File: src/rtl/key_tone_player.sv
// Key-driven tone player: debounced key events adjust pitch/volume and trigger
// a fixed-length PWM beep on an active-low buzzer.
module key_tone_player #(
  parameter int W           = 32,
  parameter int BEEP_CYCLES = 12_500_000,
  parameter int FREQ_BASE   = 8590,
  parameter int FREQ_STEP   = 17180,
  parameter int VOL_STEP    = 429496729
) (
  input  logic         clk,
  input  logic         rst,
  input  logic         key_flag,
  input  logic [3:0]   key_value,
  output logic         buzzer,
  output logic         busy,
  output logic [W-1:0] period,
  output logic [W-1:0] duty
);

  // state | meaning
  // IDLE  | silent, accumulator held at 0, waiting for a key event
  // BEEP  | tone playing for BEEP_CYCLES cycles, retriggered by any event

  localparam int TW = (BEEP_CYCLES > 1) ? $clog2(BEEP_CYCLES) : 1;
  localparam logic [TW-1:0] T_LAST = TW'(BEEP_CYCLES - 1);
  localparam logic [W-1:0]  P_BASE = W'(FREQ_BASE);
  localparam logic [W:0]    F_STEP = (W+1)'(FREQ_STEP);
  localparam logic [W:0]    V_STEP = (W+1)'(VOL_STEP);
  localparam logic [W:0]    SAT    = {1'b0, {W{1'b1}}};

  typedef enum logic {IDLE, BEEP} state_t;

  state_t        state;
  logic [TW-1:0] timer;
  logic [W-1:0]  acc;
  logic          key_event;
  logic          beep_done;
  logic          pwm;
  logic [W:0]    duty_up;
  logic [W:0]    duty_dn;
  logic [W:0]    period_up;
  logic [W:0]    period_dn;
  logic [W-1:0]  duty_nxt;
  logic [W-1:0]  period_nxt;

  assign key_event = key_flag && (key_value != 4'b1111);
  assign beep_done = (state == BEEP) && (timer == T_LAST);
  assign pwm       = acc < duty;

  // One extra bit so overflow and underflow show up before truncation.
  assign duty_up   = {1'b0, duty} + V_STEP;
  assign duty_dn   = {1'b0, duty} - V_STEP;
  assign period_up = {1'b0, period} + F_STEP;
  assign period_dn = {1'b0, period} - F_STEP;

  always_comb begin
    duty_nxt   = duty;
    period_nxt = period;
    if (!key_value[0]) begin
      duty_nxt = (duty_up > SAT) ? SAT[W-1:0] : duty_up[W-1:0];
    end else if (!key_value[1]) begin
      duty_nxt = (duty_dn[W] || (duty_dn < V_STEP)) ? V_STEP[W-1:0] : duty_dn[W-1:0];
    end else if (!key_value[2]) begin
      period_nxt = (period_up > SAT) ? SAT[W-1:0] : period_up[W-1:0];
    end else if (!key_value[3]) begin
      period_nxt = (period_dn[W] || (period_dn < F_STEP)) ? F_STEP[W-1:0] : period_dn[W-1:0];
    end
  end

  always_ff @(posedge clk or posedge rst) begin
    if (rst) begin
      state  <= IDLE;
      busy   <= 1'b0;
      timer  <= '0;
      acc    <= '0;
      period <= P_BASE;
      duty   <= V_STEP[W-1:0];
      buzzer <= 1'b1;
    end else begin
      buzzer <= ~(pwm & busy);
      if (key_event) begin
        period <= period_nxt;
        duty   <= duty_nxt;
        state  <= BEEP;
        busy   <= 1'b1;
        timer  <= '0;
        acc    <= (state == BEEP) ? acc + period : '0;
      end else if (state == BEEP) begin
        if (beep_done) begin
          state <= IDLE;
          busy  <= 1'b0;
          timer <= '0;
          acc   <= '0;
        end else begin
          timer <= timer + TW'(1);
          acc   <= acc + period;
        end
      end else begin
        acc <= '0;
      end
    end
  end

endmodule
File: config.mk
export PLATFORM = sky130hd
export DESIGN_NAME = key_tone_player
export DESIGN_NICKNAME = d
export VERILOG_FILES = /design/src/rtl/key_tone_player.sv
export SDC_FILE = /design/constraint.sdc
export NUM_CORES = 1
export LEC_CHECK = 0
export ABC_AREA = 1
export BUFFER_PORTS_ARGS = -buffer_cell sky130_fd_sc_hd__buf_4
export CORE_UTILIZATION = 50
export CTS_CLUSTER_DIAMETER = 120
export DETAILED_ROUTE_END_ITERATION = 8
export HOLD_SLACK_MARGIN = 0.1
export PLACE_DENSITY = 0.76
export SKIP_CTS_REPAIR_TIMING = 1
export SYNTH_ARGS = -nofsm -noshare
export SYNTH_HDL_FRONTEND = slang
export SYNTH_SLANG_ARGS = --single-unit
export TNS_END_PERCENT = 50
File: constraint.sdc
create_clock -name clk -period 8 [get_ports clk]
set_input_delay 0.4 -clock clk [delete_from_list [all_inputs] [get_ports clk]]
set_output_delay 0.4 -clock clk [all_outputs]
set_load 0.02 [all_outputs]
==> summary.log, run 1 <==
qor: yosys.synth_seq_area_share 22.39%
qor: worst_setup_path.end_kind flip-flop
qor: worst_setup_path.critical-path-max-stage-delay 1.00 ns
qor: timing.setup_tns 0 ns
qor: yosys.yosys_warnings 0
qor: final_layout.final_util 55.83%
qor: yosys.synth_cell_types 58
qor: yosys.synth.cell_area 13870 um2
qor: worst_setup_path.critical_path.n_buffers_inverters 2
qor: power.ir_drop 0.2692 mV
qor: clock_tree.cts-buffers-inserted 17
qor: yosys.syn_nets 2490
qor: timing.final_min_period_over_clock_period 56.91%
qor: yosys.avgSynthCellArea 5.745 um2
qor: placed_design.preCtsSetupSlack 3.548 ns
qor: power.power_per_cell_area 482.9 nW/um2
qor: timing.hold_ws 0.1772 ns
qor: global_routing.grt_first_pass_wirelength 83340 um
qor: routing.wl 53160 um
qor: global_routing.global_route.usage.total 37.81%
qor: global_routing.grt_antenna_before_repair 0
qor: timing.setup-violations-final 0
qor: final_layout.nNetsFinal 2500
qor: yosys.synth_enable_flop_cells 0
qor: run.cap_viol_max_count 0
qor: worst_setup_path.worstPathRequired 8.38 ns
qor: worst_setup_path.critical_path_depth 20
qor: final_layout.drive_above_1_share 6.730%
qor: timing.finalWorstPathRequiredPeriod 4.553 ns
qor: timing.timing.fmax 0.2196 GHz
qor: clock_tree.htree_levels 4
qor: final_layout.synthToLayoutAreaGrowth 9.094%
qor: routing.number_of_drc_markers_in_iteration_0 1635
qor: worst_setup_path.rr_endpoint duty[28]$_DFFE_PP1P_
qor: floorplan.initial_core_util 51.18%
qor: yosys.synth_async_sr_flop_share 100.0%
qor: routing.via_per_inst 5.825
qor: clock_tree.cts_tree built
qor: timing.maxSlewViolCount 0
qor: worst_setup_path.crit_path_start duty[0]$_DFFE_PP1P_
qor: worst_setup_path.worstPathCellList inv_2, ha_1, a21oi_1, nand2_1, nand2_1, nand2_1, nand2_1, nand2_1, o211ai_2, buf_4, nand3_1, nor2_1, o21ai_1, nor2_1, nand3_1, nand2_1, nand2_1, nand2_1, nor2_1, nor2_1
qor: timing.worst_slew_margin_rel 9.904%
qor: clock_tree.clock_path_buffers 2
qor: floorplan.fp-row-count 60
qor: global_routing.grt_max_degree 75
qor: global_routing.overflow 0
qor: worst_setup_path.critical_path.top_delay_family simple AND/OR/NAND/NOR gates
qor: power.leakagePower 8.029 nW
qor: yosys.postSynthRegisterBits 123
qor: worst_setup_path.cp_common_cell sky130_fd_sc_hd__nand2_1
qor: clock_tree.numClockSinks 123
qor: clock_tree.clock-root-buffer sky130_fd_sc_hd__clkbuf_16
qor: worst_setup_path.critical-path-slowest-cell sky130_fd_sc_hd__nand3_1
qor: worst_setup_path.worstPathArrival 4.93 ns
qor: final_layout.number_of_diodes_added_for_antenna_fixing 0
qor: worst_hold_path.worst_hold_path_type in2async
qor: worst_setup_path.timing.reg2reg.setup_slack 3.45 ns
qor: floorplan.floorplan.core_area 27100 um2
qor: status.outcome finished clean
qor: yosys.synthCells 2414
qor: timing.rsz_0062_raised_after_global_routing false
qor: floorplan.fp.dieArea 28410 um2
qor: yosys.ys.flop_type sky130_fd_sc_hd__dfrtp_1
qor: worst_setup_path.critPathMaxFanout 31
qor: placed_design.gp_congestion 1.015
qor: timing.worst_max_slew_pin_slew 1.348 ns
qor: placed_design.port_buffers 72
qor: timing.post-route-worst-setup-slack 3.447 ns
qor: clock_tree.clkTransAtPathRegs 0.08 ns
qor: routing.wl_per_cell 18.92 um
qor: floorplan.die_w 168.6 um
qor: timing.clock_skew 0.01975 ns
qor: floorplan.io_pins 73
qor: timing.final_hold_viol_count 0
qor: routing.drtPass1Iterations 5
qor: placed_design.dp_hpwl 41100 um
qor: worst_setup_path.worst_r2r_startpoint duty[0]$_DFFE_PP1P_
qor: floorplan.die_y 168.6 um
qor: worst_setup_path.setup.worst_path.class reg2reg
qor: routing.ant_nets 0
qor: routing.residual_drc 0
qor: worst_setup_path.cp-start-kind flip-flop
qor: global_routing.first_global_vias 15570
qor: routing.num_vias 16360
qor: clock_tree.worst_skew_pair.late_latency 0.46 ns
qor: power.p_total 7.307 mW
qor: final_layout.fillerInstances 2809
qor: worst_setup_path.worstRegToRegCells 20
[stage by stage]
step / cells / area, um2
after floorplan: 2414 / 13870
after detailed placement: 2777 / 14500
after global routing: 2809 / 15130
after global placement: 2777 / 14500
after CTS: 2809 / 15130
final: 2809 / 15130
[Yosys cell counts (3+ instances only)]
cell,n,area (um2)
sky130_fd_sc_hd__a21boi_0,4,30.03
sky130_fd_sc_hd__buf_6,4,45.04
sky130_fd_sc_hd__nand3_1,241,1206
sky130_fd_sc_hd__buf_2,38,190.2
sky130_fd_sc_hd__o22ai_1,4,25.02
sky130_fd_sc_hd__inv_1,279,1047
sky130_fd_sc_hd__o221ai_1,3,26.28
sky130_fd_sc_hd__nor2_1,305,1145
sky130_fd_sc_hd__nor3b_1,4,30.03
sky130_fd_sc_hd__o21a_1,5,37.54
sky130_fd_sc_hd__o21ai_1,13,65.06
sky130_fd_sc_hd__xnor2_1,5,43.79
sky130_fd_sc_hd__nor4_1,13,81.33
sky130_fd_sc_hd__xor2_1,46,402.9
sky130_fd_sc_hd__a21oi_1,107,535.5
sky130_fd_sc_hd__a31oi_1,7,43.79
sky130_fd_sc_hd__o21ai_0,67,335.3
sky130_fd_sc_hd__nor3_1,48,240.2
sky130_fd_sc_hd__o21bai_1,4,30.03
sky130_fd_sc_hd__clkinv_1,3,11.26
sky130_fd_sc_hd__nand2_1,812,3048
sky130_fd_sc_hd__buf_4,7,52.55
sky130_fd_sc_hd__nand3b_1,4,30.03
sky130_fd_sc_hd__clkbuf_1,37,138.9
sky130_fd_sc_hd__ha_1,68,850.8
sky130_fd_sc_hd__inv_2,11,41.29
sky130_fd_sc_hd__o211ai_1,4,30.03
sky130_fd_sc_hd__dfstp_2,22,578.1
sky130_fd_sc_hd__dfrtp_1,101,2527
sky130_fd_sc_hd__nand4_1,105,656.9
sky130_fd_sc_hd__nor2_2,7,43.79
sky130_fd_sc_hd__a21o_1,3,22.52
[sequential cells by signal, indices dropped and copies added, names as in the netlist]
signal and cells:
acc 32, duty 32, period 32, timer 24, busy 1, buzzer 1
state 1
[placed cells by master (no fill, tap or decap), types with 22 or more instances in the layout]
master and count:
sky130_fd_sc_hd__a21oi_1 107, sky130_fd_sc_hd__buf_4 80, sky130_fd_sc_hd__xor2_1 46, sky130_fd_sc_hd__ha_1 68
sky130_fd_sc_hd__nor3_1 48, sky130_fd_sc_hd__o21ai_0 67, sky130_fd_sc_hd__nor2_1 304, sky130_fd_sc_hd__nand3_1 241
sky130_fd_sc_hd__nand2_1 812, sky130_fd_sc_hd__nand4_1 105, sky130_fd_sc_hd__dfstp_2 22, sky130_fd_sc_hd__dfrtp_1 101
sky130_fd_sc_hd__inv_1 278
[per-layer routing]
metal	up-vias	routed length (um)	track usage, %
met3	151	3249	4.138
met4	0	2676	19.76
met2	741	25670	66.62
met1	7616	21560	45.41
met5	-	0	0
li1	7854	-	-
[final cells by class]
cell class                      instances  area [um2]  area share [%]
Multi-Input combinational cell       1909        9228           60.99
Sequential cell                       123        3105           20.52
Inverter                              293        1102           7.285
Timing Repair Buffer                   80       600.6           3.969
Tap cell                              372       465.4           3.076
Clock buffer                           17       425.4           2.812
Clock inverter                         15       203.9           1.348
[kinds of logic (layout without fill, tap and decap cells)]
kind of cell | Yosys count | in the layout | share of synthesized area (%)
AND/OR/NAND/NOR | 1553 | 1553 | 47.53
flip-flops | 123 | 123 | 22.39
AO/OA/AOI/OAI | 236 | 236 | 9.481
buffers and inverters | 382 | 405 | 11.10
XOR/XNOR | 51 | 51 | 3.221
adder cells (fa/ha/maj) | 69 | 69 | 6.279
[report_power, final]
| group | leakage [nW] | switching (mW) | internal, mW |
|---|---|---|---|
| logic | 6.23 | 3.30 | 1.62 |
| registers | 1.49 | 0.603 | 0.897 |
| clock network | 0.307 | 0.382 | 0.505 |
[how the worst max path moves through the flow]
stage                                      end  slack, ns
after floorplan               acc[0]$_DFF_PP0_       4.37
after global placement    duty[25]$_DFFE_PP0P_       3.62
after detailed placement  duty[28]$_DFFE_PP1P_       3.55
after CTS                 duty[28]$_DFFE_PP1P_       3.52
after global routing      duty[25]$_DFFE_PP0P_       3.06
final                     duty[28]$_DFFE_PP1P_       3.45
No activity file was read; power rests on OpenSTA's default activity.
==> run 2, diff against run 1 <==
- clock period: 8 -> 4.23 ns (I/O delays scaled with it)
==> run 2 against run 1 <==
  * Global-route usage shrank 2.1 points
  * Largest cell class unchanged
  * Critical endpoint is now period[0]$_DFFE_PP0P_
  * Routed wire length fell by 5.7%
  * Flip-flop and latch count did not move
  * Highest routed layer unchanged
==> summary.log, run 2 (synthesis results as in run 1) <==
qor: worst_setup_path.worstPathArrival 4.04 ns [-0.89 ns]
qor: floorplan.die_w 168.6 um [unchanged]
qor: floorplan.fp-row-count 60 [unchanged]
qor: placed_design.dp_hpwl 38980 um [-5.1%]
qor: global_routing.grt_first_pass_wirelength 79750 um [-4.3%]
qor: final_layout.most-common-layout-cells sky130_fd_sc_hd__nand2_1, sky130_fd_sc_hd__nor2_1, sky130_fd_sc_hd__inv_1
qor: routing.drtPass1Iterations 7 [+2]
qor: global_routing.first_global_vias 15260 [-2.0%]
qor: clock_tree.clkTransAtPathRegs 0.07 ns [about the same]
qor: final_layout.commonest_non_fill_non_tap_cell_in_the_layout sky130_fd_sc_hd__nand2_1
qor: worst_setup_path.timing.reg2reg.setup_slack 0.51 ns [-2.93 ns]
qor: worst_setup_path.end_kind flip-flop
qor: floorplan.floorplan.core_area 27100 um2 [unchanged]
qor: power.leakagePower 8.094 nW [+0.81%]
qor: timing.rsz_0062_raised_after_global_routing false
qor: worst_setup_path.cp-start-kind flip-flop
qor: final_layout.design_area 15230 um2 [+0.65%]
qor: clock_tree.clock_path_buffers 2 [unchanged]
qor: timing.final_hold_viol_count 0 [unchanged]
qor: timing.timing.fmax 0.2691 GHz [+23%]
qor: floorplan.io_pins 73 [unchanged]
qor: timing.setup_tns 0 ns [unchanged]
qor: final_layout.drive_above_1_share 7.184% [+0.45 points]
qor: final_layout.final_util 56.20% [+0.36 points]
qor: final_layout.layout_top_registers acc: 32 flops, duty: 32 flops, period: 32 flops
qor: worst_setup_path.critPathMaxFanout 11 [-65%]
qor: worst_setup_path.critical_path.top_delay_family simple AND/OR/NAND/NOR gates
qor: timing.finalWorstPathRequiredPeriod 3.717 ns [-0.8363 ns]
qor: timing.final_min_period_over_clock_period 87.86% [+31 points]
qor: worst_setup_path.critical-path-max-stage-delay 0.61 ns [-0.39 ns]
qor: placed_design.gp_congestion 1.026 [+1.1%]
qor: worst_setup_path.critical-path-slowest-cell sky130_fd_sc_hd__dfstp_2
qor: final_layout.fin_cells 2822 [+0.46%]
qor: clock_tree.numClockSinks 123 [unchanged]
qor: final_layout.number_of_diodes_added_for_antenna_fixing 0 [unchanged]
qor: final_layout.synthToLayoutAreaGrowth 9.806%
qor: power.p_total 13.72 mW [+88%]
qor: clock_tree.clock-root-buffer sky130_fd_sc_hd__clkbuf_16
qor: power.power_per_cell_area 900.6 nW/um2 [+87%]
qor: floorplan.initial_core_util 51.18% [unchanged]
qor: run.cap_viol_max_count 0 [unchanged]
qor: worst_setup_path.cp_common_cell sky130_fd_sc_hd__nand2_1
qor: clock_tree.htree_levels 4 [unchanged]
qor: global_routing.overflow 0 [unchanged]
qor: routing.wl_per_cell 17.76 um [-6.2%]
qor: floorplan.fp.dieArea 28410 um2 [unchanged]
qor: clock_tree.cts-buffers-inserted 17 [unchanged]
qor: worst_setup_path.critical_path.n_buffers_inverters 2 [unchanged]
qor: routing.number_of_drc_markers_in_iteration_0 1567 [-4.2%]
qor: clock_tree.cts_tree built
qor: worst_setup_path.worstPathRequired 4.55 ns [-3.83 ns]
qor: routing.residual_drc 0 [unchanged]
qor: timing.maxSlewViolCount 0 [unchanged]
qor: final_layout.nNetsFinal 2513 [+0.52%]
qor: global_routing.global_route.usage.total 35.76% [-2.1 points]
qor: global_routing.grt_antenna_before_repair 0 [unchanged]
qor: status.outcome finished clean
qor: placed_design.count_of_placed_standard_cells_including_taps 2789 [+0.43%]
qor: worst_setup_path.worstPathCellList inv_1, ha_1, nand2_1, nand4_1, nand2_1, nand2_1, o21ai_1, nand2_1, xor2_1, nand2_1, nor2_1, nand3_1, nor2_1, nand2_1, buf_4, nand3_2, nand3_1, nand2_1, nand2_1
qor: timing.worst_max_slew_pin_slew 1.100 ns [-0.2479 ns]
qor: timing.clock_skew 0.01760 ns [-0.002148 ns]
qor: worst_setup_path.setup.worst_path.class reg2reg
qor: clock_tree.worst_skew_pair.late_latency 0.45 ns [about the same]
qor: routing.ant_nets 0 [unchanged]
qor: floorplan.die_y 168.6 um [unchanged]
qor: timing.setup-violations-final 0 [unchanged]
qor: global_routing.grt_max_degree 66 [-12%]
qor: worst_hold_path.worst_hold_path_type in2reg
qor: routing.wl 50110 um [-5.7%]
qor: placed_design.instance_area_at_placement 14590 um2 [+0.62%]
qor: power.ir_drop 0.3843 mV [+43%]
qor: routing.via_per_inst 5.774 [-0.88%]
qor: timing.worst_slew_margin_rel 26.60% [+17 points]
qor: placed_design.port_buffers 72 [unchanged]
qor: routing.num_vias 16290 [-0.42%]
[run 2: worst reg2reg max path: stages (launching register included)]
cell and delay [ns]:
sky130_fd_sc_hd__dfstp_2 0.61, sky130_fd_sc_hd__inv_1 0.11, sky130_fd_sc_hd__ha_1 0.26, sky130_fd_sc_hd__nand2_1 0.11, sky130_fd_sc_hd__nand4_1 0.21, sky130_fd_sc_hd__nand2_1 0.29, sky130_fd_sc_hd__nand2_1 0.07, sky130_fd_sc_hd__o21ai_1 0.21
sky130_fd_sc_hd__nand2_1 0.13, sky130_fd_sc_hd__xor2_1 0.27, sky130_fd_sc_hd__nand2_1 0.08, sky130_fd_sc_hd__nor2_1 0.11, sky130_fd_sc_hd__nand3_1 0.08, sky130_fd_sc_hd__nor2_1 0.09, sky130_fd_sc_hd__nand2_1 0.24, sky130_fd_sc_hd__buf_4 0.28
sky130_fd_sc_hd__nand3_2 0.10, sky130_fd_sc_hd__nand3_1 0.20, sky130_fd_sc_hd__nand2_1 0.11, sky130_fd_sc_hd__nand2_1 0.05
[run 2: path summary, 6_finish.rpt]
check	start	cells past startpoint	endpoint
worst max-delay path	period[2]$_DFFE_PP1P_	19	period[0]$_DFFE_PP0P_
worst min-delay path	key_flag	4	timer[4]$_DFFE_PP0P_
worst max register to register	period[2]$_DFFE_PP1P_	19	period[0]$_DFFE_PP0P_
worst min register to register	timer[21]$_DFFE_PP0P_	2	timer[21]$_DFFE_PP0P_
max in group asynchronous	rst	4	duty[12]$_DFFE_PP1P_
min in group asynchronous	rst	3	timer[1]$_DFFE_PP0P_
[run 2: where the power goes]
part	internal (mW)	switching, mW
Combinational	3.12	6.22
Clock	0.951	0.673
Sequential	1.70	1.06
[run 2: through the flow]
stage,hold WS (ns),setup WS (ns)
finish,0.1887,0.5134
CTS,-0.01230,0.6106
global route,0.2077,0.2302
detailed placement,0.4615,0.6327
floorplan,0.4628,0.7840
global placement,0.4483,0.6545
[run 2: layer usage]
metal | up-vias | track usage [%] | wire length (um)
li1 | 7905 | - | -
met1 | 7483 | 43.47 | 20290
met2 | 744 | 61.09 | 23550
met3 | 161 | 4.442 | 3464
met4 | 0 | 20.55 | 2808
met5 | - | 0 | 0
[run 2: area by class of cell]
cell class	count	area [um2]
inverter	293	1102
clock inverter	15	202.7
clock buffer	17	425.4
tap	372	465.4
sequential	123	3105
multi-input combinational	1909	9228
fill	2817	11870
timing repair buffer	93	700.7
